## src/rtl/gp_axis_pkg.sv

```systemverilog
// Shared definitions for the host-side AXI-Stream frame driver.
package gp_axis_pkg;

    // Default stream and buffer word width.
    localparam int DEFAULT_DATA_WIDTH = 32;

    // Exchange sequencer states.
    typedef enum logic [2:0] {
        ST_IDLE  = 3'd0,
        ST_FETCH = 3'd1,
        ST_SEND  = 3'd2,
        ST_RECV  = 3'd3,
        ST_DONE  = 3'd4
    } state_t;

endpackage

```

## src/rtl/gp_axis_host.sv

```systemverilog
// Host-side AXI-Stream driver: streams TX_NUM words out of a synchronous-read
// source buffer, then collects an RX_NUM-word result frame into a result buffer
// and pulses done, flagging err on a result frame of the wrong length.
module gp_axis_host
    import gp_axis_pkg::*;
#(
    parameter int DATA_WIDTH   = DEFAULT_DATA_WIDTH,
    parameter int TX_NUM       = 8,
    parameter int RX_NUM       = 4,
    parameter int TX_ADR_WIDTH = 3,
    parameter int RX_ADR_WIDTH = 2
) (
    input  logic                    clk,
    input  logic                    rst,
    input  logic                    start,
    output logic                    busy,
    output logic                    done,
    output logic                    err,
    output logic [TX_ADR_WIDTH-1:0] rd_adr,
    input  logic [DATA_WIDTH-1:0]   rd_data,
    output logic [DATA_WIDTH-1:0]   m_data,
    output logic                    m_valid,
    output logic                    m_last,
    input  logic                    m_ready,
    input  logic [DATA_WIDTH-1:0]   s_data,
    input  logic                    s_valid,
    input  logic                    s_last,
    output logic                    s_ready,
    output logic [RX_ADR_WIDTH-1:0] wr_adr,
    output logic [DATA_WIDTH-1:0]   wr_data,
    output logic                    wr_en
);

    // Final counter values of each frame, at full counter width.
    localparam logic [TX_ADR_WIDTH-1:0] TX_LAST = TX_ADR_WIDTH'(TX_NUM - 1);
    localparam logic [RX_ADR_WIDTH-1:0] RX_LAST = RX_ADR_WIDTH'(RX_NUM - 1);

    state_t                  state_q, state_d;
    logic [TX_ADR_WIDTH-1:0] tx_cnt_q, tx_cnt_d;
    logic [RX_ADR_WIDTH-1:0] rx_cnt_q, rx_cnt_d;
    logic                    err_q, err_d;
    logic [DATA_WIDTH-1:0]   m_data_q, m_data_d;
    logic                    m_last_q, m_last_d;

    logic                    rx_hs;
    logic                    rx_at_last;

    assign rx_hs      = (state_q == ST_RECV) && s_valid;
    assign rx_at_last = (rx_cnt_q == RX_LAST);

    // Next-state, counter and output-register computation.
    always_comb begin
        state_d  = state_q;
        tx_cnt_d = tx_cnt_q;
        rx_cnt_d = rx_cnt_q;
        err_d    = err_q;
        m_data_d = m_data_q;
        m_last_d = m_last_q;
        case (state_q)
            ST_IDLE: begin
                if (start) begin
                    state_d  = ST_FETCH;
                    tx_cnt_d = '0;
                    rx_cnt_d = '0;
                    err_d    = 1'b0;
                end
            end
            ST_FETCH: begin
                // rd_data already reflects tx_cnt (address was issued a cycle early).
                state_d  = ST_SEND;
                m_data_d = rd_data;
                m_last_d = (tx_cnt_q == TX_LAST);
            end
            ST_SEND: begin
                if (m_ready) begin
                    m_last_d = 1'b0;
                    if (tx_cnt_q == TX_LAST) begin
                        state_d = ST_RECV;
                    end else begin
                        tx_cnt_d = tx_cnt_q + 1'b1;
                        state_d  = ST_FETCH;
                    end
                end
            end
            ST_RECV: begin
                if (rx_hs) begin
                    if (s_last || rx_at_last) begin
                        // Frame ends here; a length mismatch is either an early
                        // last or a full frame without last.
                        state_d = ST_DONE;
                        err_d   = err_q | (s_last != rx_at_last);
                    end else begin
                        rx_cnt_d = rx_cnt_q + 1'b1;
                    end
                end
            end
            ST_DONE: begin
                state_d = ST_IDLE;
            end
            default: begin
                state_d = ST_IDLE;
            end
        endcase
    end

    // State and datapath registers with synchronous reset.
    always_ff @(posedge clk) begin
        if (rst) begin
            state_q  <= ST_IDLE;
            tx_cnt_q <= '0;
            rx_cnt_q <= '0;
            err_q    <= 1'b0;
            m_data_q <= '0;
            m_last_q <= 1'b0;
        end else begin
            state_q  <= state_d;
            tx_cnt_q <= tx_cnt_d;
            rx_cnt_q <= rx_cnt_d;
            err_q    <= err_d;
            m_data_q <= m_data_d;
            m_last_q <= m_last_d;
        end
    end

    // The source buffer has one cycle of read latency, so the address follows
    // the next counter value: the word is ready by the time FETCH captures it,
    // and rd_adr equals tx_cnt throughout FETCH.
    assign rd_adr  = tx_cnt_d;

    assign busy    = (state_q != ST_IDLE);
    assign done    = (state_q == ST_DONE);
    assign err     = err_q;
    assign m_valid = (state_q == ST_SEND);
    assign m_data  = m_data_q;
    assign m_last  = m_last_q;
    assign s_ready = (state_q == ST_RECV);
    assign wr_en   = rx_hs;
    assign wr_adr  = rx_hs ? rx_cnt_q : '0;
    assign wr_data = rx_hs ? s_data : '0;

endmodule

```

## config.mk

```make
export PLATFORM = sky130hd
export DESIGN_NAME = gp_axis_host
export DESIGN_NICKNAME = d
export VERILOG_FILES = /design/src/rtl/gp_axis_pkg.sv /design/src/rtl/gp_axis_host.sv
export SDC_FILE = /design/constraint.sdc
export NUM_CORES = 1
export LEC_CHECK = 0
export CAP_MARGIN = 20
export CELL_PAD_IN_SITES_DETAIL_PLACEMENT = 1
export CELL_PAD_IN_SITES_GLOBAL_PLACEMENT = 1
export CORE_MARGIN = 2
export CORE_UTILIZATION = 24
export DETAILED_ROUTE_END_ITERATION = 12
export HOLD_SLACK_MARGIN = 0.1
export PLACE_DENSITY = 0.88
export SLEW_MARGIN = 0
export SYNTH_ARGS = -nofsm -noshare
export SYNTH_HDL_FRONTEND = slang
export SYNTH_SLANG_ARGS = --single-unit
```

## constraint.sdc

```tcl
create_clock -name clk -period 3.6 [get_ports clk]
set_input_delay 0.54 -clock clk [delete_from_list [all_inputs] [get_ports clk]]
set_output_delay 0.54 -clock clk [all_outputs]
set_load 0.05 [all_outputs]
```

==> metrics.cfg <==
[yosys]
synth_top_area_frac = 0.4256
yosys_register_bits = 42
synth_area_um2 = 1976
yosysSeqAreaShare = 0.4256
yosys_warnings = 0
netlist_top_cells_area = dfxtp_1 43%, nand2_1 13%, and3_1 11%
yosys.area.top_type = dfxtp_1
synth_nets = 324
syn_inst = 251
avgSynthCellArea_um2 = 7.871
ys_types = 36

[sta]
slew_violations = 0
rsz0062_at_grt = false
finalSetupViolations = 0
finalWorstSetupSlack_ns = 0.5953
max_freq_ghz = 0.3328
setup_tns_ns = 0
tightest_slew_ns = 0.7131
post-route-period-util = 0.8346
hold-worst-slack_ns = 0.4547
finalCriticalPeriod_ns = 3.005
skew_ns = 0.006081
hold_viol = 0
slew_headroom = 0.5246

[placed_design]
place_worst_setup_slack_ns = 0.5931
port_buffers = 145
placed_area_um2 = 3493
gp_congestion = 0.7024
dpl.cell_count = 485
dp_hpwl_um = 5262

[cells_and_area]
drive_above_1_share = 0.04910
final_cells = 492
final_core_util = 0.4456
final_common_cell = clkdlybuf4s50_1
layout_common_cells = 144 x clkdlybuf4s50_1, 69 x nand2_1, 42 x dfxtp_1
diodes = 0
area_growth_pct = 82.52
final_cell_area_um2 = 3606
final_nets = 460

[global_routing]
grt.total_usage = 0.1519
grt_max_degree = 39
met3_usage = 0.04948
grt_pass1_wl_um = 10790
antenna_found_initial = 0
globalRouteOverflowTotal = 0
gr-max-usage-layer = met2
met2_usage = 0.2642
grt_pass1_vias = 2343
met1_usage = 0.1776

[setup_path]
worstSetupEndpointType = output pin
start_kind = primary input
arrival_ns = 2.46
reg2reg_depth = 4
crit_required_ns = 3.06
crit_fanout = 4
critPathKind = primary input to output pin

[clock_tree]
cts_tree = built
post_cts_buffers = 0
cts-root-buf = clkbuf_8
numCtsBuffers = 5
clk_latency_ns = 0.29
htree_levels = 2
post_cts_resized = 0
hold_buffers = 0
clockBufferDepth = 2
clkTransAtPathRegs_ns = 0.08
cts.sinks = 42

[worst_hold_path]
whs_path_depth = 2
min_path_type = flop to flop

[drt]
viasPerCell = 4.559
ant_nets = 0
first_iter_violations = 38
drc_errors = 0
drtPass1Iterations = 4
via_count = 2243
wl_um = 6925
wl_per_cell_um = 14.08

[floorplan]
initial_core_util = 0.2441
die_h_um = 94.73
ios = 146
die_w_um = 94.73
design.die.area_um2 = 8974
core_region_area_um2 = 8093
rows = 33

[run_status]
status = complete, no violations

[pwr]
power_mw = 1.206
p_leak_nw = 1.411
powerDensity_nw_per_um2 = 334.4
peakVddDrop_v = 0.0001446

[job]
maxCapViolations = 0

==> state kept, by name, indices dropped and copies added (netlist names) <==
| name | cells |
|---|---|
| m_data | 32 |
| err | 1 |
| rx_cnt_q | 2 |
| tx_cnt_q | 3 |
| state_q | 3 |
| m_last | 1 |
==> per-layer routing <==
metal  vias up  part of all wire
li1       1114                 -
met1      1014              0.42
met2       107              0.48
met3         8             0.088
met4         0             0.010
met5         -                 0
==> layout make-up <==
class	count	area, um^2
clock buffers	6	82.58
clock inverters	1	30.03
fillers	964	4487
inverters	3	11.26
multi-input cells	184	1016
flip-flops and latches	42	840.8
well taps	105	131.4
repair buffers	151	1494
==> final timing paths <==
| kind | start | to | slack (ns) |
|---|---|---|---|
| worst max-delay path | start | rd_adr[2] | 0.60 |
| worst min-delay path | m_data[29] | m_data[29] | 0.45 |
| worst max register to register | state_q[0] | m_last | 1.76 |
| worst min register to register | m_data[29] | m_data[29] | 0.45 |
==> report_power, final <==
| group | leakage [nW] | total, mW | switching (mW) | internal [mW] |
|---|---|---|---|---|
| sequential | 0.342 | 0.503 | 0.0153 | 0.488 |
| clock | 0.0573 | 0.381 | 0.160 | 0.222 |
| combinational | 1.01 | 0.321 | 0.178 | 0.143 |
==> cell families after synthesis <==
family	after synthesis	share of synthesized area
buf+inv	25	0.06016
flops	42	0.4256
fa+ha+maj	3	0.01900
compound gates	46	0.1279
simple gates	132	0.3521
mux	3	0.01520
==> worst max-delay path: stages <==
cell and delay [ns]:
clkdlybuf4s50_1 0.51, or4b_4 0.49, a22o_1 0.21, clkdlybuf4s50_1 0.70
==> synthesized netlist by cell type (all sizes together) <==
library cell / instances
a21oi: 37
nor3: 1
a21o: 1
o22a: 1
inv: 3
nand2b: 6
nand3b: 2
o21ai: 2
and3b: 1
or3: 2
a22o: 1
and4bb: 1
a211oi: 1
a221o: 1
dfxtp: 42
or3b: 2
buf: 11
nand4: 1
and3: 34
ha: 3
or4b: 1
nand3: 2
clkbuf: 11
mux2i: 3
nand2: 69
a21boi: 2
nor3b: 3
nor2: 2
nor2b: 2
and2: 2
nand4bb: 1
No activity file was read; power rests on OpenSTA's default activity.
